File: src/rtl/nubus_pkg.sv
// nubus_pkg: shared types and constants for the NuBus slot initiator.
//   nubus_state_t  - handshake FSM states
//   SLOT_SPACE_HI  - upper nibble of every slot window address
//   ADDR_W/DATA_W/BE_W - CPU and card bus widths
package nubus_pkg;

    localparam int ADDR_W = 32;
    localparam int DATA_W = 16;
    localparam int BE_W   = 2;

    localparam logic [3:0] SLOT_SPACE_HI = 4'hF;

    typedef enum logic [1:0] {
        IDLE    = 2'd0,
        ACCESS  = 2'd1,
        DONE    = 2'd2,
        RECOVER = 2'd3
    } nubus_state_t;

endpackage

File: src/rtl/nubus_irq_sync.sv
// nubus_irq_sync: brings the card's asynchronous nmrq_n into the clk domain.
// Ports:
//   clk, reset  - system clock, asynchronous active-high reset
//   nmrq_n      - card interrupt request, active-low, asynchronous
//   irq         - synchronised request level, active-high
//   irq_re      - one-cycle pulse on the rising edge of irq
module nubus_irq_sync (
    input  logic clk,
    input  logic reset,
    input  logic nmrq_n,
    output logic irq,
    output logic irq_re
);

    logic sync_p0;
    logic sync_p1;
    logic irq_prev_p2;

    // Sync flops reset to the inactive (high) level so no spurious request leaves reset.
    always_ff @(posedge clk or posedge reset) begin
        if (reset) begin
            sync_p0     <= 1'b1;
            sync_p1     <= 1'b1;
            irq_prev_p2 <= 1'b0;
        end else begin
            sync_p0     <= nmrq_n;
            sync_p1     <= sync_p0;
            irq_prev_p2 <= ~sync_p1;
        end
    end

    assign irq    = ~sync_p1;
    assign irq_re = irq & ~irq_prev_p2;

endmodule

File: src/rtl/nubus_slot_initiator.sv
// nubus_slot_initiator: converts one CPU bus cycle aimed at the slot window into a
// select/ack_n handshake with the slot card, returning read data and DTACK, or a bus
// error if the card never answers. Also synchronises the card interrupt.
// Ports:
//   clk, reset                    - system clock, asynchronous active-high reset
//   cpu_req/addr/wdata/be/rw_n    - CPU cycle request (level held until ack/berr)
//   cpu_rdata/ack/berr            - CPU response, held until cpu_req falls
//   cpu_hit                       - combinational window decode of the current request
//   nb_addr/wdata/be/rw_n/select  - registered card-side request
//   nb_rdata, nb_ack_n            - card response
//   nb_nmrq_n                     - card interrupt request (async, active-low)
//   slot_irq, slot_irq_re         - synchronised interrupt level and rising-edge pulse
module nubus_slot_initiator
    import nubus_pkg::*;
#(
    parameter logic [3:0]  SLOT_ID     = 4'h9,
    parameter int unsigned TIMEOUT_CYC = 255
) (
    input  logic              clk,
    input  logic              reset,
    input  logic              cpu_req,
    input  logic [ADDR_W-1:0] cpu_addr,
    input  logic [DATA_W-1:0] cpu_wdata,
    input  logic [BE_W-1:0]   cpu_be,
    input  logic              cpu_rw_n,
    output logic [DATA_W-1:0] cpu_rdata,
    output logic              cpu_ack,
    output logic              cpu_berr,
    output logic              cpu_hit,
    output logic [ADDR_W-1:0] nb_addr,
    output logic [DATA_W-1:0] nb_wdata,
    output logic [BE_W-1:0]   nb_be,
    output logic              nb_rw_n,
    output logic              nb_select,
    input  logic [DATA_W-1:0] nb_rdata,
    input  logic              nb_ack_n,
    input  logic              nb_nmrq_n,
    output logic              slot_irq,
    output logic              slot_irq_re
);

    localparam int TMR_W = $clog2(TIMEOUT_CYC) + 1;
    localparam logic [TMR_W-1:0] TMR_LAST = TMR_W'(TIMEOUT_CYC - 1);
    localparam logic [TMR_W-1:0] TMR_MAX  = '1;

    nubus_state_t      state_q, state_d;
    logic [TMR_W-1:0]  timer_q, timer_d;
    logic [ADDR_W-1:0] addr_d;
    logic [DATA_W-1:0] wdata_d, rdata_d;
    logic [BE_W-1:0]   be_d;
    logic              rw_n_d, select_d, ack_d, berr_d;

    assign cpu_hit = cpu_req && (cpu_addr[ADDR_W-1 -: 8] == {SLOT_SPACE_HI, SLOT_ID});

    always_comb begin
        state_d  = state_q;
        timer_d  = timer_q;
        addr_d   = nb_addr;
        wdata_d  = nb_wdata;
        be_d     = nb_be;
        rw_n_d   = nb_rw_n;
        select_d = nb_select;
        rdata_d  = cpu_rdata;
        ack_d    = cpu_ack;
        berr_d   = cpu_berr;
        case (state_q)
            IDLE: begin
                // Card-side request is only ever loaded here, so it stays stable under select.
                if (cpu_hit) begin
                    addr_d   = cpu_addr;
                    wdata_d  = cpu_wdata;
                    be_d     = cpu_be;
                    rw_n_d   = cpu_rw_n;
                    select_d = 1'b1;
                    timer_d  = '0;
                    state_d  = ACCESS;
                end
            end
            ACCESS: begin
                if (timer_q != TMR_MAX)
                    timer_d = timer_q + 1'b1;
                // A CPU that has left the cycle gets no response, even if the card answers now.
                if (!cpu_req) begin
                    select_d = 1'b0;
                    state_d  = RECOVER;
                end else if (!nb_ack_n) begin
                    if (nb_rw_n)
                        rdata_d = nb_rdata;
                    ack_d    = 1'b1;
                    select_d = 1'b0;
                    state_d  = DONE;
                end else if (timer_q == TMR_LAST) begin
                    berr_d   = 1'b1;
                    select_d = 1'b0;
                    state_d  = DONE;
                end
            end
            DONE: begin
                if (!cpu_req) begin
                    ack_d   = 1'b0;
                    berr_d  = 1'b0;
                    state_d = RECOVER;
                end
            end
            RECOVER: begin
                // Let the card release ack_n before a new select can start.
                if (nb_ack_n)
                    state_d = IDLE;
            end
            default: state_d = IDLE;
        endcase
    end

    always_ff @(posedge clk or posedge reset) begin
        if (reset) begin
            state_q   <= IDLE;
            timer_q   <= '0;
            nb_addr   <= '0;
            nb_wdata  <= '0;
            nb_be     <= '0;
            nb_rw_n   <= 1'b1;
            nb_select <= 1'b0;
            cpu_rdata <= '0;
            cpu_ack   <= 1'b0;
            cpu_berr  <= 1'b0;
        end else begin
            state_q   <= state_d;
            timer_q   <= timer_d;
            nb_addr   <= addr_d;
            nb_wdata  <= wdata_d;
            nb_be     <= be_d;
            nb_rw_n   <= rw_n_d;
            nb_select <= select_d;
            cpu_rdata <= rdata_d;
            cpu_ack   <= ack_d;
            cpu_berr  <= berr_d;
        end
    end

    nubus_irq_sync u_irq_sync (
        .clk    (clk),
        .reset  (reset),
        .nmrq_n (nb_nmrq_n),
        .irq    (slot_irq),
        .irq_re (slot_irq_re)
    );

endmodule
File: config.mk
export PLATFORM = sky130hd
export DESIGN_NAME = nubus_slot_initiator
export DESIGN_NICKNAME = d
export VERILOG_FILES = /design/src/rtl/nubus_pkg.sv /design/src/rtl/nubus_irq_sync.sv /design/src/rtl/nubus_slot_initiator.sv
export SDC_FILE = /design/constraint.sdc
export NUM_CORES = 1
export LEC_CHECK = 0
export BUFFER_PORTS_ARGS = -buffer_cell sky130_fd_sc_hd__buf_4
export CORE_ASPECT_RATIO = 0.9
export CORE_UTILIZATION = 29
export DETAILED_ROUTE_END_ITERATION = 8
export SLEW_MARGIN = 20
export SYNTH_ARGS = -nofsm -noshare
export SYNTH_HDL_FRONTEND = slang
export SYNTH_SLANG_ARGS = --single-unit
export TNS_END_PERCENT = 1
File: constraint.sdc
create_clock -name clk -period 5.4 [get_ports clk]
set_clock_uncertainty 0.1 [all_clocks]
set_input_delay 0.54 -clock clk [delete_from_list [all_inputs] [get_ports clk]]
set_output_delay 0.54 -clock clk [all_outputs]
set_load 0.01 [all_outputs]
==> impl_metrics.tcl <==
set metrics [dict create \
    outcome "finished, final reports clean" \
    cts_inserted_buffers 9 \
    crit_path_max_incr_delay_ns 0.52 \
    slew_violations 0 \
    drc 0 \
    min_period_ns 2.53 \
    area_growth_pct 40.3 \
    firstDrtPassIters 4 \
    slew-limit-headroom_pct 50.1 \
    initial_core_util_pct 30.2 \
    max_freq_mhz 396 \
    timing.final.crit_share_pct 46.8 \
    yosys-top-cells-count "81 x dfrtp_1, 40 x mux2_4, 20 x mux2_2" \
    port_buffers 144 \
    cpLargestDelayFamily "buffers and inverters" \
    num_antenna_cells 0 \
    netlist-cell-type-count 46 \
    power_density_nw_per_um2 325 \
    start_kind "flip-flop" \
    vias 2550 \
    cap_violations 0 \
    wl_met3_um 723 \
    setup.worst_path.end_class "flip-flop" \
    synthCells 254 \
    worstPathRequired_ns 5.51 \
    die_area_um2 13200 \
    cp_data_arrival_time_ns 2.64 \
    row_count 38 \
    met2_length_um 3870 \
    tightest_slew_ns 0.748 \
    track_usage_pct 12.5 \
    synthMostInstantiatedCell "dfrtp_1" \
    path_cells "inv_1 -> ha_1 -> nand4_4 -> buf_4 -> mux2_4" \
    cts.clk_slew.worst_paths_ns 0.06 \
    cts_resized 0 \
    core_um2 12300 \
    reg2reg_depth 5 \
    hold_path.class "in -> async" \
    drt-met1-wl_um 3600 \
    postCtsHoldBufs 0 \
    crit_path_max_fanout 30 \
    die_h_um 109 \
    ys_seq_area_share_pct 56.8 \
    cts-root-buf "clkbuf_16" \
    die_w_um 121 \
    crit_path_end "nb_addr[12]$_DFFE_PP0P_" \
    synth_area_leaders "dfrtp_1 55%, mux2_4 16%, mux2_2 6.1%" \
    insertion_delay_ns 0.33 \
    hold-worst-slack_ns 0.218 \
    cts_buffer_depth 2 \
    ys.warnings.count 0 \
    fin_util_pct 42.4 \
    drtIter0Drc 129 \
    yosys_most_used_dff "dfrtp_1" \
    antenna_found_initial 0 \
    grt_pass1_vias 2654 \
    cts_tree "yes" \
    ir_worst_vdd_v 0.000148 \
    power.leakage_nw 2.86 \
    htreeDepth 3 \
    rsz0062_at_grt "false" \
    drive_gt1_share_pct 57.4 \
    cp-startpoint "state_q[0]$_DFFE_PP0P_" \
    hpwlAfterDp_um 6030 \
    setup_tns_ns 0 \
    synth_edf_count 0 \
    rr_startpoint "state_q[0]$_DFFE_PP0P_" \
    ys_seq_elements 84 \
    postCtsSetupBuffers 0 \
    crit_buf_inv 2 \
    synth_area_um2 3710 \
    finalWirelength_um 8290 \
    grt_max_degree 45 \
    grt_overflow 0 \
    r2r-end "nb_addr[12]$_DFFE_PP0P_" \
    avgRoutedWirePerCell_um 14.6 \
    routabilityCongestion 0.721 \
    critPathSlowestCell "nand4_4" \
    synthArstFlopShare_pct 100 \
    synth_top_area_share_pct 54.7 \
    synth.avg_cell_area_um2 14.6 \
    cp.depth 5 \
    drtAntennaViolNets 0 \
    fin_nets 481 \
    setup_violations 0 \
    finalHoldViolCount 0 \
    n_fill_cell 1156 \
    synth_area_leader_cell "dfrtp_1" \
    synth_nets 334 \
    via_per_inst 4.51 \
    grt_pass1_wl_um 12800 \
    pin_count 145 \
    highest_layer "met4" \
    worstSetupPathType "reg -> reg" \
    ff2ff_setup_slack_ns 2.87 \
    numClockSinks 84 \
]
-- cell usage in the layout, fill, tap and decap left out, types with 2 or more instances in the layout --
cell,instances
nand2b_1,10
nor4_1,2
nand3_1,5
mux2_4,40
buf_4,146
dfstp_2,3
and2_1,2
o211ai_1,3
clkinv_2,2
dfrtp_1,81
nor3_1,3
o21ai_0,4
a31oi_1,8
nand4_1,2
and3_1,4
nor2_1,3
inv_1,12
ha_1,8
mux2_2,20
clkinv_4,3
clkbuf_16,9
nand2_1,9
-- where the power goes --
part	internal, mW	leakage, nW	total [mW]	switching (mW)
logic	0.181	1.58	0.374	0.193
clock network	0.327	0.139	0.578	0.251
registers	0.686	1.14	0.739	0.0532
total	1.19	2.86	1.69	0.497
-- registers in the layout, summed over array words and instances (netlist names) --
register	count
nb_select	1
nb_wdata	16
u_irq_sync.sync_p1	1
u_irq_sync.sync_p0	1
nb_rw_n	1
cpu_ack	1
state_q	2
timer_q	9
cpu_berr	1
nb_be	2
u_irq_sync.irq_prev_p2	1
nb_addr	32
cpu_rdata	16
-- worst min-delay path by stage --
stage | start | end | slack (ns)
after floorplan | u_irq_sync.sync_p0$_DFF_PP1_ | u_irq_sync.sync_p1$_DFF_PP1_ | 0.25
after global placement | u_irq_sync.sync_p0$_DFF_PP1_ | u_irq_sync.sync_p1$_DFF_PP1_ | 0.25
after detailed placement | u_irq_sync.sync_p0$_DFF_PP1_ | u_irq_sync.sync_p1$_DFF_PP1_ | 0.25
after CTS | nb_nmrq_n | u_irq_sync.sync_p0$_DFF_PP1_ | 0.20
after global routing | nb_nmrq_n | u_irq_sync.sync_p0$_DFF_PP1_ | 0.19
final | reset | nb_wdata[6]$_DFFE_PP0P_ | 0.22
-- layer usage --
| metal | up-vias | global-route usage, % |
|---|---|---|
| met2 | 97 | 19.6 |
| met3 | 11 | 5.13 |
| met4 | 0 | 3.97 |
| met5 | - | 0 |
| li1 | 1199 | - |
| met1 | 1243 | 15.8 |
-- cells by family (layout without fill, tap and decap cells) --
| group | count (synthesis) | count (layout) | share of synthesized area, % |
|---|---|---|---|
| fa+ha+maj | 8 | 8 | 2.70 |
| mux | 60 | 60 | 22.3 |
| flops | 84 | 84 | 56.8 |
| simple gates | 52 | 52 | 9.01 |
| compound gates | 27 | 27 | 5.47 |
| buf+inv | 23 | 175 | 3.71 |
-- final cells by class --
class	count	area, um2	area share (%)
Timing Repair Buffer	146	1100	21.1
Sequential cell	84	2110	40.5
Multi-Input combinational cell	147	1460	28.1
Clock buffer	10	239	4.59
Clock inverter	6	47.5	0.914
Tap cell	160	200	3.85
Inverter	13	50.0	0.962
-- worst reg2reg max path, delay by kind of cell (launching register included) --
family                     cells  cell delay [ns]
adders and majority gates      1             0.35
buffers and inverters          2             0.67
DFF                            1             0.42
and+or+nand+nor                1             0.52
muxes                          1             0.37
-- through the flow --
step / worst slack, ns / cell area [um2] / cells / power, mW
global placement: 2.82 / 4910 / 550 / 1.11
CTS: 2.84 / 5200 / 566 / 1.72
detailed placement: 2.74 / 4910 / 550 / 1.13
global route: 2.66 / 5200 / 566 / 1.79
finish: 2.87 / 5200 / 566 / 1.69
floorplan: 2.60 / 3710 / 254 / 0.994
No activity file was read; power rests on OpenSTA's default activity.
